<file path="src/rtl/store_buffer.sv">
// Store buffer: aligns committed stores to byte lanes, queues them in a FIFO,
// and drains them to the data bus one write at a time.
module store_buffer #(
    parameter int DEPTH = 4,
    parameter int AW    = 2
) (
    input  logic        clk,
    input  logic        rst,
    input  logic        st_valid,
    input  logic [4:0]  st_op,
    input  logic [31:0] st_addr,
    input  logic [31:0] st_wdata,
    input  logic        st_flush,
    output logic        st_stall_o,
    input  logic        ld_valid,
    input  logic [31:0] ld_addr,
    output logic        ld_conflict_o,
    output logic        data_req,
    output logic        data_wr,
    output logic [1:0]  data_size,
    output logic [31:0] data_addr,
    output logic [3:0]  data_wstrb,
    output logic [31:0] data_wdata,
    input  logic        data_addr_ok,
    input  logic        data_data_ok,
    output logic        sb_empty_o
);

    typedef enum logic [1:0] {
        S_IDLE,
        S_REQ,
        S_WAIT
    } state_e;

    localparam logic [AW:0] FULL = (AW+1)'(DEPTH);
    localparam logic [AW:0] ONE  = (AW+1)'(1);
    localparam logic [AW-1:0] PONE = AW'(1);

    state_e state_q, state_d;

    logic [31:0] addr_q [DEPTH];
    logic [1:0]  size_q [DEPTH];
    logic [3:0]  strb_q [DEPTH];
    logic [31:0] data_q [DEPTH];
    logic [DEPTH-1:0] valid_q;

    logic [AW-1:0] wptr_q, rptr_q;
    logic [AW:0]   count_q, count_d;

    logic        push, pop;
    logic        full;
    logic [31:0] al_addr;
    logic [1:0]  al_size;
    logic [3:0]  al_strb;
    logic [31:0] al_data;
    logic [1:0]  a;
    logic [31:0] rt;

    assign a    = st_addr[1:0];
    assign rt   = st_wdata;
    assign full = (count_q == FULL);

    assign push = st_valid & (|st_op) & ~st_flush & ~full;
    assign pop  = ((state_q == S_REQ) & data_addr_ok & data_data_ok)
                | ((state_q == S_WAIT) & data_data_ok);

    assign st_stall_o = st_valid & ~st_flush & full;

    // Lane alignment happens once at push so the bus side just replays fields.
    always_comb begin
        al_addr = {st_addr[31:2], 2'b00};
        al_size = 2'd2;
        al_strb = 4'b1111;
        al_data = rt;
        case (1'b1)
            st_op[0]: begin
                al_addr = st_addr;
                al_size = 2'd0;
                al_strb = 4'b0001 << a;
                al_data = {4{rt[7:0]}};
            end
            st_op[1]: begin
                al_addr = st_addr;
                al_size = 2'd1;
                al_strb = a[1] ? 4'b1100 : 4'b0011;
                al_data = {2{rt[15:0]}};
            end
            st_op[2]: begin
                al_strb = 4'b1111;
                al_data = rt;
            end
            st_op[3]: begin
                case (a)
                    2'b00: begin
                        al_strb = 4'b0001;
                        al_data = {24'b0, rt[31:24]};
                    end
                    2'b01: begin
                        al_strb = 4'b0011;
                        al_data = {16'b0, rt[31:16]};
                    end
                    2'b10: begin
                        al_strb = 4'b0111;
                        al_data = {8'b0, rt[31:8]};
                    end
                    default: begin
                        al_strb = 4'b1111;
                        al_data = rt;
                    end
                endcase
            end
            st_op[4]: begin
                case (a)
                    2'b00: begin
                        al_strb = 4'b1111;
                        al_data = rt;
                    end
                    2'b01: begin
                        al_strb = 4'b1110;
                        al_data = {rt[23:0], 8'b0};
                    end
                    2'b10: begin
                        al_strb = 4'b1100;
                        al_data = {rt[15:0], 16'b0};
                    end
                    default: begin
                        al_strb = 4'b1000;
                        al_data = {rt[7:0], 24'b0};
                    end
                endcase
            end
            default: begin
                al_addr = st_addr;
            end
        endcase
    end

    always_comb begin
        count_d = count_q;
        if (push && !pop) begin
            count_d = count_q + ONE;
        end else if (pop && !push) begin
            count_d = count_q - ONE;
        end
    end

    always_comb begin
        state_d = state_q;
        case (state_q)
            S_IDLE: begin
                if (count_q != '0) begin
                    state_d = S_REQ;
                end
            end
            S_REQ: begin
                if (data_addr_ok) begin
                    if (data_data_ok) begin
                        state_d = (count_d != '0) ? S_REQ : S_IDLE;
                    end else begin
                        state_d = S_WAIT;
                    end
                end
            end
            S_WAIT: begin
                if (data_data_ok) begin
                    state_d = (count_d != '0) ? S_REQ : S_IDLE;
                end
            end
            default: state_d = S_IDLE;
        endcase
    end

    always_ff @(posedge clk or posedge rst) begin
        if (rst) begin
            state_q <= S_IDLE;
            wptr_q  <= '0;
            rptr_q  <= '0;
            count_q <= '0;
            valid_q <= '0;
        end else begin
            state_q <= state_d;
            count_q <= count_d;
            if (pop) begin
                valid_q[rptr_q] <= 1'b0;
                rptr_q          <= rptr_q + PONE;
            end
            if (push) begin
                valid_q[wptr_q] <= 1'b1;
                wptr_q          <= wptr_q + PONE;
            end
        end
    end

    // Payload needs no reset; valid_q alone marks live entries.
    always_ff @(posedge clk) begin
        if (push) begin
            addr_q[wptr_q] <= al_addr;
            size_q[wptr_q] <= al_size;
            strb_q[wptr_q] <= al_strb;
            data_q[wptr_q] <= al_data;
        end
    end

    always_comb begin
        ld_conflict_o = 1'b0;
        for (int i = 0; i < DEPTH; i++) begin
            if (valid_q[i] && (addr_q[i][31:2] == ld_addr[31:2])) begin
                ld_conflict_o = ld_valid;
            end
        end
    end

    assign data_req   = (state_q == S_REQ);
    assign data_wr    = data_req;
    assign data_size  = size_q[rptr_q];
    assign data_addr  = addr_q[rptr_q];
    assign data_wstrb = strb_q[rptr_q];
    assign data_wdata = data_q[rptr_q];

    assign sb_empty_o = (count_q == '0) & (state_q == S_IDLE);

endmodule
</file>
<file path="config.mk">
export PLATFORM = sky130hd
export DESIGN_NAME = store_buffer
export DESIGN_NICKNAME = d
export VERILOG_FILES = /design/src/rtl/store_buffer.sv
export SDC_FILE = /design/constraint.sdc
export NUM_CORES = 1
export LEC_CHECK = 0
export BUFFER_PORTS_ARGS = -buffer_cell sky130_fd_sc_hd__buf_2
export CORE_MARGIN = 1.5
export CORE_UTILIZATION = 52
export DETAILED_ROUTE_END_ITERATION = 10
export MAX_ROUTING_LAYER = met4
export PLACE_DENSITY = 0.76
export SLEW_MARGIN = 25
export SYNTH_ARGS = -nofsm -noshare
export SYNTH_HDL_FRONTEND = slang
export SYNTH_SLANG_ARGS = --single-unit
</file>
<file path="constraint.sdc">
create_clock -name clk -period 3.45 [get_ports clk]
set_clock_uncertainty 0.2 [all_clocks]
set_input_delay 0.5175 -clock clk [delete_from_list [all_inputs] [get_ports clk]]
set_output_delay 0.5175 -clock clk [all_outputs]
set_load 0.005 [all_outputs]
</file>
==> metrics.txt <==
Congestion Overflow GR=0; core area=0.0260 sq mm; area grow syn2layout=18.9%; Async SR Flop Fraction=0.0444; area occupied by multi-input gates=0.00468 sq mm; Synthesized Nets=973; Reg clk slew, reported paths=0.06 ns; most frequent CP cell=nand4_1; Comb power frac=0.281; Place WS=0.470 ns; die area=0.0274 sq mm; WP depth=6; clk sink count=293; drt via density=6.03; final worst-path cycle share=0.949; CP Max Fanout=2; EDFF count, synth=280; number of global-route vias before repair=8587; # hold bufs at CTS=32; synthesized area=0.0137 sq mm; WP data arrival=2.55 ns; Avg WL per Cell=23.2 microns; Slowest-stage cell, CP=edfxtp_1; hold slack=0.0337 ns; drt pass-1 iters=6; CP Launch Type=register; post-cts gate resize count=0; H-Tree Depth=1; final setup violation count=0; reg2reg setup slack=1.00 ns; class of the worst hold path=in -> reg; main area contributors after synthesis=edfxtp_1, mux4_2, xnor2_1, xor2_1, dfrtp_1; DP Wirelength=22500 microns; library cells used by synthesis=52; I/O pins=183; DP Area=0.0151 sq mm; hold depth=3; Routed Antenna Nets=0; # fillers=1885; Routed Wire Length=33000 microns; RSZ-0062 raised after global routing=false; final core utilization=0.628; Max-slew headroom=0.382; Final GP Congestion=0.972; GRT Resource Usage Total=0.251; Gate Count Post-Synth=854; share of cells above drive strength 1=0.308; Worst path top cell family by delay=simple AND/OR/NAND/NOR gates; net switching power=0.00307 W; CTS Buf Count=29; site row count=59; Vias=8580; setup TNS=0 ns; die span in x=165 microns; Worst Tran Pin Value=0.917 ns; sequential-to-total area share from yosys stat=0.637; worst setup margin=0.178 ns; first-pass GRT wire length=49400 microns; chip height=165 microns; status=finished clean; port buffer count=180; Seq pwr share=0.436; worst r2r path cells=6; clock insertion delay at the later pin of the skew report=0.54 ns; crit path cell chain=xnor2_1 -> nand4_1 -> nor4_1 -> nand4_1 -> a41oi_1 -> buf_2; Reg area=0.00874 sq mm; syn_area_per_cell=16.1 sq um; final hold vios=0; critical path capture point type=output pin; post-synth top area cell=edfxtp_1; Worst Path Buf+Inv=1; Final Critical Period=3.27 ns; Clock Power Share=0.282; PwrDens=659 mW/mm^2; largest net degree at the start of global routing=72; 1st-iter DRT viols=1013; CTS tree=built; Int Pwr=0.00769 W; Crit Path Class=reg -> out; ys flop type=edfxtp_1; CTS Buffer Depth=3; Remaining DRCs=0; Max IR drop VDD=424 uV; share of the synthesized area in the top cell type=0.613; root buf cell=clkbuf_16; Critical Path RT=2.73 ns; leakage=5.70 nW; initial antenna violation count=4; Post-CTS Setup Inserts=0; Post-Layout Inst Area=0.0163 sq mm; nets=1180; synthesized flop and latch total=293; fmax=306 MHz; Max stage delay on crit path=0.44 ns; YS warnings=0; switch share=0.285; maxcap violations=0; Initial Utilization=0.528; pins over their slew limit=0
[layer usage]
layer / vias to the layer above / GRT usage / routed length, microns
met2: 482 / 0.417 / 16400
li1: 3795 / - / -
met4: 0 / 0.0605 / 801
met3: 59 / 0.0465 / 3170
met1: 4244 / 0.323 / 12600
met5: - / - / 0
[synth_stat cells, types with 2 or more instances]
library cell	number
inv_1	20
a2bb2oi_1	7
a21o_1	5
a22oi_1	2
o21a_1	3
mux2_2	4
ha_1	11
a221oi_1	3
buf_1	6
a21oi_1	13
nand2_1	47
nor3b_1	2
clkbuf_1	42
nand4_1	29
o21ai_0	27
nand3_1	3
nor3_1	4
edfxtp_1	280
mux4_2	77
xor2_1	45
and2_1	5
or3_1	2
nand2b_1	2
o22ai_1	9
mux2i_1	5
a222oi_1	11
nor2_1	18
a22o_1	22
nor4_1	17
nor2b_1	11
dfrtp_1	13
xnor2_1	79
buf_2	7
or2_2	2
o211ai_1	4
[final timing paths]
check                                  start       endpoint
worst max-delay path            addr_q[0][2]  ld_conflict_o
worst min-delay path            data_addr_ok     state_q[0]
max in group asynchronous                rst      rptr_q[1]
worst max register to register    count_q[0]  addr_q[1][13]
worst min register to register    valid_q[2]     valid_q[2]
min in group asynchronous                rst     state_q[0]
[cell type report]
class | count | share of cell area
flip-flops and latches | 293 | 0.536
multi-input cells | 484 | 0.287
repair buffers | 233 | 0.0899
clock buffers | 36 | 0.0461
well taps | 335 | 0.0257
clock inverters | 17 | 0.00997
inverters | 20 | 0.00460
diodes | 5 | 0.000767
[power by group through the flow]
stage	Clock, W	Combinational [W]	Sequential, W
finish	0.00304	0.00303	0.00469
CTS	0.00308	0.00307	0.00470
global placement	0	0.00299	0.00475
detailed placement	0	0.00303	0.00477
floorplan	0	0.00197	0.00457
global route	0.00322	0.00331	0.00474
[metrics by stage]
step	std cells	total power, W
after floorplan	854	0.00654
after global placement	1333	0.00773
after global routing	1422	0.0113
after detailed placement	1333	0.00780
after CTS	1418	0.0109
final	1423	0.0108
[cell usage in the layout (no fill, tap or decap), drive strengths merged, types with 12 or more instances in the layout]
master       synthesis  layout
nor2                18      18
xor2                45      45
inv                 20      21
clkbuf              42      36
mux4                77      77
nor4                17      17
dlygate4sd3          0      32
dfrtp               13      13
nand2               47      47
o21ai               27      27
a22o                22      22
edfxtp             280     280
xnor2               80      80
clkinv               0      12
buf                 15     201
nand4               29      29
a21oi               13      13
[kinds of logic after synthesis]
| family | Yosys count | share of synthesized area |
|---|---|---|
| AOI/OAI and AO/OA | 115 | 0.0610 |
| xor gates and xnor gates | 125 | 0.0804 |
| adders and majority gates | 12 | 0.0108 |
| buffers and inverters | 77 | 0.0225 |
| DFF | 293 | 0.637 |
| muxes | 86 | 0.133 |
| and+or+nand+nor | 146 | 0.0551 |
[worst reg2reg max path: stages, from the launching register on]
cell and delay [ns]:
dfrtp_1 0.40, inv_1 0.08, ha_1 0.21, nand2_1 0.14, o211a_1 0.38, and2_4 0.22
buf_4 0.42
[registers in the layout (all words and copies together), names as in the netlist]
name	count
state_q	2
data_q	128
count_q	3
strb_q	16
rptr_q	2
wptr_q	2
addr_q	128
size_q	8
valid_q	4
Note: power is estimated with default switching activity, not from simulation.
